### src/rtl/uart_hex_packet_codec.sv
// Purpose : ASCII-hex host packet codec between a byte UART and the bus master.
//           Decodes inbound 'L' frames into command/address/data words and encodes
//           outbound 'S' response frames terminated by a line feed.
// Ports   : clk/rst (sync, active-low); i_rx_byte/i_rx_stb from the UART receiver;
//           o_tx_byte/o_tx_stb/i_tx_busy to the UART transmitter; o_rx_error on an aborted frame;
//           o_ih_ready/i_master_ready plus o_in_* for decoded words;
//           o_oh_ready/i_oh_en plus i_out_* for response words.
// Config  : define UART_HEX_CODEC_TIMEOUT_EN to abort a stalled inbound frame after
//           TIMEOUT_CYCLES cycles without a received byte.

`ifndef COMMAND_READ
`define COMMAND_READ 16'h0001
`endif
`ifndef COMMAND_WRITE
`define COMMAND_WRITE 16'h0002
`endif

module uart_hex_packet_codec #(
  parameter int DATA_WIDTH     = 32,
  parameter int COUNT_WIDTH    = 28,
  parameter int TIMEOUT_CYCLES = 1000000
) (
  input  logic                   clk,
  input  logic                   rst,
  input  logic [7:0]             i_rx_byte,
  input  logic                   i_rx_stb,
  output logic [7:0]             o_tx_byte,
  output logic                   o_tx_stb,
  input  logic                   i_tx_busy,
  output logic                   o_rx_error,
  output logic                   o_ih_ready,
  input  logic                   i_master_ready,
  output logic [DATA_WIDTH-1:0]  o_in_command,
  output logic [DATA_WIDTH-1:0]  o_in_address,
  output logic [DATA_WIDTH-1:0]  o_in_data,
  output logic [COUNT_WIDTH-1:0] o_in_data_count,
  output logic                   o_oh_ready,
  input  logic                   i_oh_en,
  input  logic [DATA_WIDTH-1:0]  i_out_status,
  input  logic [DATA_WIDTH-1:0]  i_out_address,
  input  logic [DATA_WIDTH-1:0]  i_out_data,
  input  logic [COUNT_WIDTH-1:0] i_out_data_count
);

  localparam int N_D  = DATA_WIDTH / 4;
  localparam int N_C  = COUNT_WIDTH / 4;
  // Narrow builds compare only the bits of the command that exist.
  localparam int CMDW = (DATA_WIDTH < 16) ? DATA_WIDTH : 16;

  localparam logic [7:0] CH_L  = 8'h4C;
  localparam logic [7:0] CH_S  = 8'h53;
  localparam logic [7:0] CH_LF = 8'h0A;

  // {legal, nibble}; accepts 0-9, A-F, a-f.
  function automatic logic [4:0] hex_dec(input logic [7:0] b);
    if (b >= 8'h30 && b <= 8'h39)
      return {1'b1, b[3:0]};
    else if ((b >= 8'h41 && b <= 8'h46) || (b >= 8'h61 && b <= 8'h66))
      return {1'b1, 4'(b[3:0] + 4'd9)};
    else
      return 5'b0;
  endfunction

  function automatic logic [7:0] hex_enc(input logic [3:0] n);
    return (n < 4'd10) ? (8'h30 + {4'h0, n}) : (8'h37 + {4'h0, n});
  endfunction

  // ---------------------------------------------------------------- input side
  typedef enum logic [2:0] {I_IDLE, I_COUNT, I_CMD, I_ADDR, I_DATA, I_WAIT} in_state_t;

  in_state_t              in_st;
  logic [7:0]             in_nib;
  logic [COUNT_WIDTH-1:0] words_rcvd;
  logic [4:0]             rx_dec;
  logic                   rx_legal;
  logic [3:0]             rx_nib;
  logic                   in_last;
  logic [COUNT_WIDTH-1:0] rx_max_m1;
  logic                   is_write;

  assign rx_dec   = hex_dec(i_rx_byte);
  assign rx_legal = rx_dec[4];
  assign rx_nib   = rx_dec[3:0];
  assign in_last  = (in_nib == ((in_st == I_COUNT) ? 8'(N_C - 1) : 8'(N_D - 1)));
  // max(count,1)-1: words still to come after the first, never underflows.
  assign rx_max_m1 = (o_in_data_count == '0) ? '0 : o_in_data_count - 1'b1;
  assign is_write  = (o_in_command[CMDW-1:0] == CMDW'(`COMMAND_WRITE));

`ifdef UART_HEX_CODEC_TIMEOUT_EN
  localparam int TW = $clog2(TIMEOUT_CYCLES + 1);
  logic [TW-1:0] to_cnt;
  logic          to_hit;
  assign to_hit = (to_cnt == TW'(TIMEOUT_CYCLES - 1));

  always_ff @(posedge clk) begin
    if (!rst || i_rx_stb || in_st == I_IDLE || in_st == I_WAIT || to_hit)
      to_cnt <= '0;
    else
      to_cnt <= to_cnt + 1'b1;
  end
`else
  logic to_hit;
  assign to_hit = 1'b0;
`endif

  always_ff @(posedge clk) begin
    if (!rst) begin
      in_st           <= I_IDLE;
      in_nib          <= '0;
      words_rcvd      <= '0;
      o_in_command    <= '0;
      o_in_address    <= '0;
      o_in_data       <= '0;
      o_in_data_count <= '0;
      o_ih_ready      <= 1'b0;
      o_rx_error      <= 1'b0;
    end else begin
      o_ih_ready <= 1'b0;
      o_rx_error <= 1'b0;
      case (in_st)
        I_IDLE: begin
          if (i_rx_stb && i_rx_byte == CH_L) begin
            o_in_command    <= '0;
            o_in_address    <= '0;
            o_in_data       <= '0;
            o_in_data_count <= '0;
            in_nib          <= '0;
            words_rcvd      <= '0;
            in_st           <= I_COUNT;
          end
        end
        I_COUNT, I_CMD, I_ADDR, I_DATA: begin
          if (i_rx_stb) begin
            if (rx_legal) begin
              case (in_st)
                I_COUNT: o_in_data_count <= {o_in_data_count[COUNT_WIDTH-5:0], rx_nib};
                I_CMD:   o_in_command    <= {o_in_command[DATA_WIDTH-5:0], rx_nib};
                I_ADDR:  o_in_address    <= {o_in_address[DATA_WIDTH-5:0], rx_nib};
                default: o_in_data       <= {o_in_data[DATA_WIDTH-5:0], rx_nib};
              endcase
              if (in_last) begin
                in_nib <= '0;
                case (in_st)
                  I_COUNT: in_st <= I_CMD;
                  I_CMD:   in_st <= I_ADDR;
                  I_ADDR:  in_st <= I_DATA;
                  default: in_st <= I_WAIT;
                endcase
              end else begin
                in_nib <= in_nib + 1'b1;
              end
            end else begin
              o_rx_error <= 1'b1;
              if (i_rx_byte == CH_L) begin
                // Resync: a stray 'L' is treated as the start of a fresh frame.
                o_in_command    <= '0;
                o_in_address    <= '0;
                o_in_data       <= '0;
                o_in_data_count <= '0;
                in_nib          <= '0;
                words_rcvd      <= '0;
                in_st           <= I_COUNT;
              end else begin
                in_st <= I_IDLE;
              end
            end
          end else if (to_hit) begin
            o_rx_error <= 1'b1;
            in_st      <= I_IDLE;
          end
        end
        I_WAIT: begin
          if (i_master_ready) begin
            o_ih_ready <= 1'b1;
            if (is_write && words_rcvd < rx_max_m1) begin
              words_rcvd <= words_rcvd + 1'b1;
              in_st      <= I_DATA;
            end else begin
              in_st <= I_IDLE;
            end
          end
        end
        default: in_st <= I_IDLE;
      endcase
    end
  end

  // --------------------------------------------------------------- output side
  typedef enum logic [2:0] {O_IDLE, O_S, O_COUNT, O_STATUS, O_ADDR, O_DATA, O_NEXT, O_EOL} out_state_t;

  out_state_t             out_st;
  logic [7:0]             out_nib;
  logic [COUNT_WIDTH-1:0] cnt_lat;     // kept intact for the word-count decision
  logic [COUNT_WIDTH-1:0] cnt_sh;      // shifted out MSB-first
  logic [DATA_WIDTH-1:0]  status_sh;
  logic [DATA_WIDTH-1:0]  addr_sh;
  logic [DATA_WIDTH-1:0]  data_sh;
  logic [COUNT_WIDTH-1:0] words_sent;
  logic [COUNT_WIDTH-1:0] tx_max_m1;
  logic                   tx_wait;
  logic                   can_tx;
  logic                   out_last;
  logic [3:0]             cur_nib;

  // Hold off until the UART has acknowledged the previous strobe by going busy.
  assign can_tx    = !i_tx_busy && !tx_wait;
  assign tx_max_m1 = (cnt_lat == '0) ? '0 : cnt_lat - 1'b1;
  assign out_last  = (out_nib == ((out_st == O_COUNT) ? 8'(N_C - 1) : 8'(N_D - 1)));

  always_comb begin
    cur_nib = 4'h0;
    case (out_st)
      O_COUNT:  cur_nib = cnt_sh[COUNT_WIDTH-1 -: 4];
      O_STATUS: cur_nib = status_sh[DATA_WIDTH-1 -: 4];
      O_ADDR:   cur_nib = addr_sh[DATA_WIDTH-1 -: 4];
      O_DATA:   cur_nib = data_sh[DATA_WIDTH-1 -: 4];
      default:  cur_nib = 4'h0;
    endcase
  end

  always_ff @(posedge clk) begin
    if (!rst) begin
      out_st     <= O_IDLE;
      out_nib    <= '0;
      cnt_lat    <= '0;
      cnt_sh     <= '0;
      status_sh  <= '0;
      addr_sh    <= '0;
      data_sh    <= '0;
      words_sent <= '0;
      tx_wait    <= 1'b0;
      o_tx_stb   <= 1'b0;
      o_tx_byte  <= '0;
      o_oh_ready <= 1'b0;
    end else begin
      o_tx_stb <= 1'b0;
      if (i_tx_busy)
        tx_wait <= 1'b0;
      case (out_st)
        O_IDLE: begin
          if (i_oh_en && o_oh_ready) begin
            cnt_lat    <= i_out_data_count;
            cnt_sh     <= i_out_data_count;
            status_sh  <= i_out_status;
            addr_sh    <= i_out_address;
            data_sh    <= i_out_data;
            words_sent <= '0;
            o_oh_ready <= 1'b0;
            out_st     <= O_S;
          end else begin
            o_oh_ready <= 1'b1;
          end
        end
        O_S: begin
          if (can_tx) begin
            o_tx_stb  <= 1'b1;
            o_tx_byte <= CH_S;
            tx_wait   <= 1'b1;
            out_nib   <= '0;
            out_st    <= O_COUNT;
          end
        end
        O_COUNT, O_STATUS, O_ADDR, O_DATA: begin
          if (can_tx) begin
            o_tx_stb  <= 1'b1;
            o_tx_byte <= hex_enc(cur_nib);
            tx_wait   <= 1'b1;
            case (out_st)
              O_COUNT:  cnt_sh    <= {cnt_sh[COUNT_WIDTH-5:0], 4'h0};
              O_STATUS: status_sh <= {status_sh[DATA_WIDTH-5:0], 4'h0};
              O_ADDR:   addr_sh   <= {addr_sh[DATA_WIDTH-5:0], 4'h0};
              default:  data_sh   <= {data_sh[DATA_WIDTH-5:0], 4'h0};
            endcase
            if (out_last) begin
              out_nib <= '0;
              case (out_st)
                O_COUNT:  out_st <= O_STATUS;
                O_STATUS: out_st <= O_ADDR;
                O_ADDR:   out_st <= O_DATA;
                default:  out_st <= O_NEXT;
              endcase
            end else begin
              out_nib <= out_nib + 1'b1;
            end
          end
        end
        O_NEXT: begin
          if (words_sent < tx_max_m1) begin
            if (i_oh_en && o_oh_ready) begin
              data_sh    <= i_out_data;
              words_sent <= words_sent + 1'b1;
              o_oh_ready <= 1'b0;
              out_nib    <= '0;
              out_st     <= O_DATA;
            end else begin
              o_oh_ready <= 1'b1;
            end
          end else begin
            out_st <= O_EOL;
          end
        end
        O_EOL: begin
          if (can_tx) begin
            o_tx_stb   <= 1'b1;
            o_tx_byte  <= CH_LF;
            tx_wait    <= 1'b1;
            o_oh_ready <= 1'b1;
            out_st     <= O_IDLE;
          end
        end
        default: out_st <= O_IDLE;
      endcase
    end
  end

endmodule

### config.mk
export PLATFORM = sky130hd
export DESIGN_NAME = uart_hex_packet_codec
export DESIGN_NICKNAME = d
export VERILOG_FILES = /design/src/rtl/uart_hex_packet_codec.sv
export SDC_FILE = /design/constraint.sdc
export NUM_CORES = 1
export LEC_CHECK = 0
export ABC_AREA = 1
export ABC_CLOCK_PERIOD_IN_PS = 3300
export CORE_ASPECT_RATIO = 0.7
export CORE_MARGIN = 4
export CORE_UTILIZATION = 50
export DETAILED_ROUTE_END_ITERATION = 10
export PLACE_DENSITY = 0.82
export SETUP_SLACK_MARGIN = 0.3
export SLEW_MARGIN = 5
export SYNTH_ARGS = -nofsm -noshare
export SYNTH_HDL_FRONTEND = slang
export SYNTH_SLANG_ARGS = --single-unit
### constraint.sdc
create_clock -name clk -period 3.3 [get_ports clk]
set_input_delay 0.33 -clock clk [delete_from_list [all_inputs] [get_ports clk]]
set_output_delay 0.33 -clock clk [all_outputs]
set_load 0.01 [all_outputs]
Yosys cells after proc, flatten, opt, wreduce, memory -nomap -nowiden. Cells that the tools add are included.

Memories kept: 0. Latch bits: 0. ROM bits: 0. Output and inout port bits: 136. Register bits: 367. RAM bits: 0.

Equal/unequal tests: 40. Shifts and indexed selects: 0. Divide/modulo/power cells: 0. Multiplexer cells: 98. Add/sub/neg operators: 9. Reductions and logical operators: 47. $lt $le $gt $ge: 9. Multipliers: 0. Bitwise logic cells: 0.

Operator list (number): $mux W32 (21); $mux W28 (17); $pmux W32 S2 (5); $pmux W28 S2 (3); $mux W8 (13); $pmux W32 S3 (1); $pmux W28 S3 (1); $add A28 B1 Y28 const B (2); $logic_not A28 Y1 (2); $lt A28 B28 Y1 (2); $sub A28 B1 Y28 const B (2); $pmux W8 S3 (2); $mux W3 (13); $ne A2 B2 Y1 const B (17); $reduce_and A4 Y1 (8); $pmux W3 S3 (3); $reduce_and A5 Y1 (5); $ne A3 B3 Y1 const B (7); $eq A3 B3 Y1 const B (6); $add A8 B1 Y8 const B (2); $eq A16 B2 Y1 const B (1); $eq A8 B3 Y1 (2); $ge A8 B7 Y1 const B (2); $le A8 B7 Y1 const B (2); 28 further kinds (64).

Longest topological paths before layout. Gate-level depths: netlist of the first run.

Depth in word-level cells: 9. Depth in mapped cells: 25. Depth with buffers taken out: 24.

Worst setup path before layout of the first run. No wires, ideal clock.

Path type: register to register. Start: reg o_in_data_count[0]. End: reg words_rcvd[17]. Setup slack: -0.152 ns. Data required time: 3.185 ns. Library setup time: 0.115 ns. Stages on the path, launching flop included: 22. Arrival time: 3.337 ns. Cell sequence: dfxtp_1 inv_1 ha_1 nand2_2 nor2_1 inv_1 nor2_1 nand2_1 nor4_1 nand4_1 a21o_1 ha_1 nand2_1 nor2_1 nand4_1 o21bai_1 and3_1 nand2_2 nand2_4 buf_4 a21oi_1 nor2_1.

Longest elaborated chain between the ends: 6. Elaborated cells on any way between the ends: 7.

Ends and longest elaborated chain: from (decl) (line 36) `output logic [COUNT_WIDTH-1:0] o_in_data_count,`; from (signal assigned) (line 136) `I_COUNT: o_in_data_count <= {o_in_data_count[COUNT_WIDTH-5:0], rx_nib};`; $sub A28 B1 Y28 or $logic_not A28 Y1 (tied branches) (line 86) `assign rx_max_m1 = (o_in_data_count == '0) ? '0 : o_in_data_count - 1'b1;`; $mux W28 * (line 86); $lt A28 B28 Y1 * (line 175) `if (is_write && words_rcvd < rx_max_m1) begin`; $logic_and A1 B1 Y1 * (line 175); $ne A2 B2 Y1 (no line) *; $reduce_and A7 Y1 (no line) *; to (signal assigned) (line 176) `words_rcvd <= words_rcvd + 1'b1;`; to (decl) (line 73) `logic [COUNT_WIDTH-1:0] words_rcvd;`.

Mark *: on every way between the ends. The rest lies on a longest branch, timed or not. A chain may end at the register's enable or synchronous reset.

Worst setup path after layout of the first run.
Start: reg o_in_data_count[2]. End: reg words_rcvd[21].

Same word-level chain as after synthesis.

==> results of run 1 <==
[worst max path at each step]
stage	to	slack [ps]	cells past startpoint
6_report	words_rcvd[21]	-480	26
5_1_grt	data_sh[3]	-650	24
4_1_cts	words_sent[0]	-350	24
3_5_place_dp	data_sh[3]	-370	25
3_3_place_gp	data_sh[3]	-240	25
2_1_floorplan	words_rcvd[17]	-60	23
[registers in the layout (all words and copies together), names as in the netlist, 32 cells and up]
| name | cells |
|---|---|
| o_in_command | 32 |
| status_sh | 32 |
| o_in_address | 32 |
| addr_sh | 32 |
| data_sh | 32 |
| o_in_data | 32 |
[per-layer routing]
metal / vias to the layer above / share of wire (%) / GRT usage, %
li1: 10300 / - / -
met1: 10300 / 41 / 40.7
met2: 1132 / 45 / 45.3
met3: 183 / 11 / 6.82
met4: 0 / 3.0 / 8.15
met5: - / 0 / 0
[per-stage QoR]
stage | total power [mW] | setup TNS (ps) | std cells | utilization [%] | setup WS, ps
CTS | 22.2 | -27310 | 3778 | 66.8 | -350
detailed placement | 16.8 | -28370 | 3679 | 61.6 | -371
floorplan | 13.3 | -1310 | 2892 | - | -59.5
global placement | 16.3 | -14630 | 3679 | 61.6 | -235
finish | 24.1 | -38230 | 3792 | 70.1 | -484
global route | 25.6 | -57530 | 3792 | 70.1 | -654
[timing repair]
item	CTS	global route
gates resized for setup	90	262
gates cloned	7	8
endpoints found under the setup margin	101	103
setup buffers	21	6
endpoints found under the hold margin	0	0
pin swaps	32	88
[power by group through the flow]
| stage | Sequential (mW) | Clock (mW) | Combinational, mW |
|---|---|---|---|
| floorplan | 6.07 | 0 | 7.22 |
| finish | 6.22 | 4.63 | 13.3 |
| detailed placement | 6.19 | 0 | 10.6 |
| CTS | 6.13 | 4.68 | 11.4 |
| global placement | 6.15 | 0 | 10.2 |
| global route | 6.31 | 4.87 | 14.4 |
[kinds of logic (layout without fill, tap and decap cells)]
logic type	count (synthesis)	after routing	synth area share [%]
other	1	1	0.0189
buffers and inverters	435	807	9.00
adder cells (fa/ha/maj)	65	65	4.11
AO/OA/AOI/OAI	620	620	18.0
AND/OR/NAND/NOR	1369	1370	30.3
flip-flops	366	366	37.0
XOR/XNOR	36	36	1.59
[layout by cell type, fill, tap and decap left out, drive strengths merged, types with 14 or more instances in the layout]
cell type / n
nor2: 382
buf: 183
a211oi: 119
a21oi: 339
clkdlybuf4s50: 271
o21ai: 119
clkbuf: 59
nand2: 598
nor3: 56
inv: 277
nor4: 24
nand4: 36
ha: 65
dfxtp: 366
xor2: 28
nand3: 251
o21bai: 14
[worst max-delay path, delay by kind of cell, from the launching register on]
family	cells	cell delay [ps]
buffers and inverters	3	490
adder cells (fa/ha/maj)	1	300
flip-flops	1	350
XOR/XNOR	1	170
AND/OR/NAND/NOR	21	2430
[layout make-up]
| cell class | count | area, um^2 | area share (%) |
|---|---|---|---|
| Clock inverter | 18 | 243 | 0.894 |
| Tap cell | 527 | 659 | 2.43 |
| Sequential cell | 366 | 7330 | 27.0 |
| Inverter | 276 | 1060 | 3.91 |
| Timing Repair Buffer | 460 | 4670 | 17.2 |
| Clock buffer | 53 | 1100 | 4.04 |
| Multi-Input combinational cell | 2092 | 12100 | 44.5 |
==> flow_results.org, run 1 <==
** Outcome
- The flow ran to the end, but the final reports show violations.
- The final reports fail on setup timing.

** STA
- Setup violations remaining at the end of the flow were counted as 101.
- Setup slack on the critical path of the routed design comes to -484 ps.
- Part of the cycle the worst path needs :: 115%
- Post-route clock skew :: 15.0 ps
- Setup repair after global routing missed its margin :: yes
- Max Clock Freq :: ~260 MHz
- The final-report hold violation count came to 0.
- Count of final max-slew check failures :: 0
- In this run the tightest slew margin relative to its limit is 35.8%.
- Hold timing on the final database bottoms out at a slack of 287 ps.
- For the pin with the worst max-slew slack, the measured transition is approximately 950 ps.
- Shortest period the worst path allows :: 3780 ps

** Routing
- Initial drt markers :: between 2000 and 2500
- Post-detailed-route wirelength per cell :: 18.3 um
- Number of nets with antenna violations after detailed routing :: 0
- Sum of routed wire length over all layers :: 69500 um
- Across all layers, the routed design uses 22000 vias.
- Pre-Repair DR Iteration Count :: 7
- Post-detailed-route DRC marker count :: 0
- Via density per instance :: 5.80

** Worst hold path
- Worst hold stages :: 3
- The path with the worst hold slack has its endpoint at words_rcvd[11].
- Hold wc startpoint :: rst
- HP Class :: input port to flop

** Clock tree
- The clock drives 366 sinks.
- Depth of the CTS H-tree :: 2
- Clock transition at the registers of the reported paths :: 70 ps
- CTS Root Buffer Type :: clkbuf_16
- Worst-Skew Late Latency :: 550 ps
- Hold buffers post-CTS :: 0
- TritonCTS built the clock tree.
- CTS Buf Count :: 39
- Clk buf depth :: 3

** Placed design
- Quantity of I/O buffers inserted on ports :: roughly 270
- Total cell area at the placement stage :: about 24000 um^2
- Once detailed placement completed, the half-perimeter wirelength came to roughly 45000 um.
- At the end of routability-driven placement, the weighted congestion stood at approximately 0.96.

** Power and ir drop
- Clock power frac :: 19.2%
- VDD sags by at most 0.718 mV.
- Internal power :: between 10 and 15 mW
- Of the total power, the share spent switching nets is 43.9%.
- Pwr/cell area :: 889 nW/um^2
- The share of total power dissipated in combinational logic is 55.1%.
- Sequential cells account for 25.8% of the total power.
- Power spent charging and discharging nets :: 10.6 mW
- Summed over all cells, the static leakage comes to 10.6 nW.

** Global route
- Entering global routing, the biggest net connects between 90 and 100 pins.
- The number of global-route vias before repair is 20500.
- Global-route wire length before repair :: 105000 um
- Sum of overflow across all layers after global routing :: 0
- Global routing consumed, over all layers together, between 20% and 30% of the routing resources.
- The number of antenna violations at the first check in global routing is 0.

** Logic synthesis
- Post-synth top area share :: 37.0%
- By instance count, the leading cell after synthesis is nand2_1.
- Synthesis produced a netlist with a net count of 3095.
- Mapped Cells :: 2892
- Sequential-to-total area share from yosys stat :: 37.0%
- The mapped netlist covers 19800 um^2.
- In this run, synthesis produced a sequential element count of 366.
- Async SR Flop Fraction :: 0%
- Ranked by instance count, the synthesized netlist is headed by nand2_1 (568), dfxtp_1 (366), nor2_1 (363).
- YS warnings :: 0
- Cell accounting for the most synthesized area :: dfxtp_1
- Yosys mapped the design onto 55 distinct sky130hd cell types.
- Counting flops with a built-in enable in the synthesized netlist gives 0.
- In the synthesized netlist the dominant register cell turns out to be dfxtp_1.
- Mean instance size in the synthesized netlist :: about 6.8 um^2
- Yosys attributes the largest share of cell area to dfxtp_1 (37%), nand2_1 (11%), a21oi_1 (8.3%).

** Floorplanning
- Number of I/O pins :: 274
- Height of the die :: 174 um
- The floorplan has 60 rows.
- The die covers 42900 um^2.
- Once the floorplan was initialized, standard cells occupied between 50 and 60% of the core.
- After floorplanning, the core was sized to cover 38700 um^2.
- Width of the chip :: roughly 250 um

** Worst setup path
- Tracing the worst setup path back leads to its startpoint at o_in_data_count[2].
- Most frequent cell on the critical path :: nand2_1
- Data arrival time of the critical path :: 4270 ps
- The worst setup path is launched from a flop.
- The endpoint identified for the worst register-to-register timing path is words_rcvd[21].
- CP max FO :: 8
- Worst EP required :: 3780 ps
- Depth of the most critical reg-to-reg path :: 26
- In this run the critical register-to-register path is launched from o_in_data_count[2].
- Reg-to-reg setup timing slack :: -480 ps
- STA classifies the critical path endpoint as a flop.
- Critical path class :: flop to flop
- Max stage delay on crit path :: 350 ps
- On the critical path, the stage with the largest delay is an instance of dfxtp_4.

** Finish
- In the final design database the tool counted 3438 nets.
- Count of antenna diodes in the layout :: 0
- Fill cell instance count of the final layout :: 2939
- From synthesis to final layout, the design area changed by 37.2%.
- Cells with a size suffix above 1 make up a little under a fifth of the layout.
- The finished cells cover between 20000 and 30000 um^2.

** Job
- Maximum capacitance violations :: 0
(Power assumes the default switching activity.)
==> inputs of run 2 (changes only) <==
Settings changed: ABC_CLOCK_PERIOD_IN_PS 3300 to not set, REMOVE_ABC_BUFFERS set to 1.
==> run 2 against run 1 <==
  * The flow still finishes with violations (setup timing)
  * Global-route usage rose by 0.91 points
  * Cell count up 1.1%
  * Via count is essentially flat
  * Clock-buffer cell count fell by 3
  * Sequential cell count is the same
  * Sequential share of layout area decreased by 0.28 points
  * Setup slack worse by 190 ps
  * Design area is 1.1% higher
  * Utilization increased by 0.74 points
  * Critical path type unchanged
  * Largest power group unchanged
  * Highest routed layer is now met5
==> flow_results.org, run 2 (synthesis results as in run 1) <==
** Worst setup path
- CP Capture Type :: flop
- Worst EP required :: between 3000 and 4000 ps
- The most critical setup path has its startpoint at cnt_lat[3].
- The slowest stage of the critical path belongs to the cell dfxtp_2.
- Max stage delay on crit path :: 340 ps
- Data arrival time of the critical path :: approximately 4500 ps
- The critical path in this run is classified as flop to flop.
- The worst register-to-register path begins at cnt_lat[3].
- Most frequent cell on the critical path :: buf_4
- CP max FO :: 5
- STA classifies the critical path startpoint as a flop.
- Reg-to-reg setup timing slack :: -670 ps
- The number of cells on the worst reg-to-reg path is 31.

** Routing
- Across all layers, the routed design uses ~22000 vias.
- Sum of routed wire length over all layers :: 68100 um
- Number of nets with antenna violations after detailed routing :: 0
- Pre-Repair DR Iteration Count :: 6
- In the final routed layout, each cell accounts on average for 17.8 um.
- Using the TritonRoute via totals, the vias-per-cell ratio works out to about 5.7.
- In this run, the number of DRC markers left after iteration 0 of detailed routing was roughly 2100.
- Post-detailed-route DRC marker count :: 0

** Power and ir drop
- Summed over all cells, the static leakage comes to 10.9 nW.
- Maximum VDD drop :: 0.564 mV
- Fraction of power consumed by sequential logic :: 24.4%
- Combinational group share of total power :: 56.2%
- Net switching is 42.2% of the power.
- Total power :: 25.2 mW
- The share of total power dissipated in the clock network is 19.4%.
- Pwr/cell area :: 919 nW/um^2
- Internal power :: roughly 15 mW
- Summed over all nets, the switching power comes to 10.6 mW.

** Outcome
- Violated checks :: setup timing
- The run finished, with violations left.

** Global route
- Antenna violations before repair :: 1
- Maximum number of pins on one net before global-route repair :: 127
- Global routing consumed, over all layers together, 30.0% of the routing resources.
- Via count of the first global-routing pass :: ~21000
- After global routing the overflow that remains totals 0.
- Global-route wire length before repair :: 108000 um

** Clock tree
- The number of clock buffers added by TritonCTS is 39.
- The later pin in the worst-skew pair is clocked with a latency of 550 ps.
- Hold buffers post-CTS :: 0
- CTS built an H-tree with a depth of 2.
- Clock-pin slew was measured on the worst setup and hold paths at 70 ps.
- Number of clock sinks :: 366
- The tree is rooted in a clkbuf_16.
- TritonCTS clock tree :: built
- Clk buf depth :: 3

** Finish
- Of the cells placed in the final design, the portion with a size suffix greater than 1 is 18.6%.
- Number of nets at the end of the flow :: ~3500
- Most frequent cells in the layout :: nand2_1 (498), dfxtp_1 (360), nor2_1 (339), a21oi_1 (289), clkdlybuf4s50_1 (271)
- 0 antenna diodes ended up in the layout.
- In the final layout, the multi-input gates occupy 11800 um^2.
- Util after Layout :: 70.9%
- Most common library cell in the layout ignoring fill and taps :: nand2_1
- The area growth from synthesis to layout is 38.6%.
- The layout has around 2900 filler cells.
- The sequential cells in the finished layout cover a total of 7330 um^2.

** STA
- For the finished layout, the period the worst path requires is around 4000 ps.
- Worst slew margin relative to its limit :: 27.6%
- Part of the cycle the worst path needs :: 120%
- Max Clock Freq :: 252 MHz
- Pin slew with the least headroom to its limit :: 1080 ps
- Post-route clock skew :: 22.3 ps
- Final setup violation count :: 101
- The final-report hold violation count was 0.
- Worst Setup Slack, final :: -670 ps
- On the final layout, the worst hold slack is 233 ps.
- Setup repair after global routing missed its margin :: yes
- The final-report max-slew violation count is 0.

** Floorplanning
- Starting Density :: 51.1%
- During I/O placement, the number of pins put on the boundary was 274.
- From bottom edge to top edge, the die measures around 170 um.
- The die covers approximately 43000 um^2.
- The initialized floorplan defines 60 standard-cell rows.
- The core region is 38700 um^2.
- Width of the chip :: between 200 and 250 um

** Worst hold path
- HP Class :: input port to flop
- Hold wc startpoint :: rst
- Worst hold stages :: 3

** Placed design
- The count of buffers added on input and output ports is around 270.
- Once detailed placement completed, the half-perimeter wirelength came to 45000 um.
- The congestion estimate from routability-driven global placement came to 0.930.

** Job
- Maximum capacitance violations :: 0
[run 2: final timing paths]
| path | to |
|---|---|
| worst max register to register | data_sh[28] |
| worst max-delay path | data_sh[28] |
| worst min-delay path | o_in_command[0] |
| worst min register to register | status_sh[3] |
[run 2: worst max-delay path, delay by kind of cell (launching register included)]
kind / cells / cell delay, ps
AOI/OAI and AO/OA: 2 / 250
adders and majority gates: 1 / 200
buffers and inverters: 14 / 1500
DFF: 1 / 340
and+or+nand+nor: 14 / 1630
[run 2: power groups by stage]
stage	sequential, mW	clock, mW	combinational, mW
CTS	6.10	4.93	12.6
global placement	6.11	0	10.1
finish	6.16	4.90	14.2
global route	6.25	5.15	15.4
floorplan	6.06	0	6.59
detailed placement	6.15	0	10.6
[run 2: cell type report]
class                      instances  area share [%]
clock inverter                    19            1.17
sequential                       366            26.7
clock buffer                      50            3.96
inverter                         276            3.84
timing repair buffer             506            18.9
multi-input combinational       2091            43.0
tap                              527            2.40
[run 2: metal layers]
metal	up-vias	track usage [%]	wire, um
met3	159	7.19	6830
met4	2	7.39	1720
li1	10400	-	-
met1	10300	42.4	29300
met5	-	0	12
met2	1101	46.5	30300
[run 2: repair_timing]
action | 4_1_cts | 5_1_grt
endpoints found under the setup margin | 101 | 150
pin swaps | 47 | 92
buffers inserted | 53 | 17
gates resized for setup | 179 | 162
cloned | 13 | 0
[run 2: per-stage QoR]
stage               setup slack [ps]  setup TNS (ps)  cell area [um^2]  cells
finish                          -670          -50510             27400   3835
global route                    -901          -72640             27400   3835
CTS                             -439          -34610             26700   3818
detailed placement              -694          -57780             23800   3683
global placement                -497          -36760             23800   3683
floorplan                      -3460         -538900             19100   2733
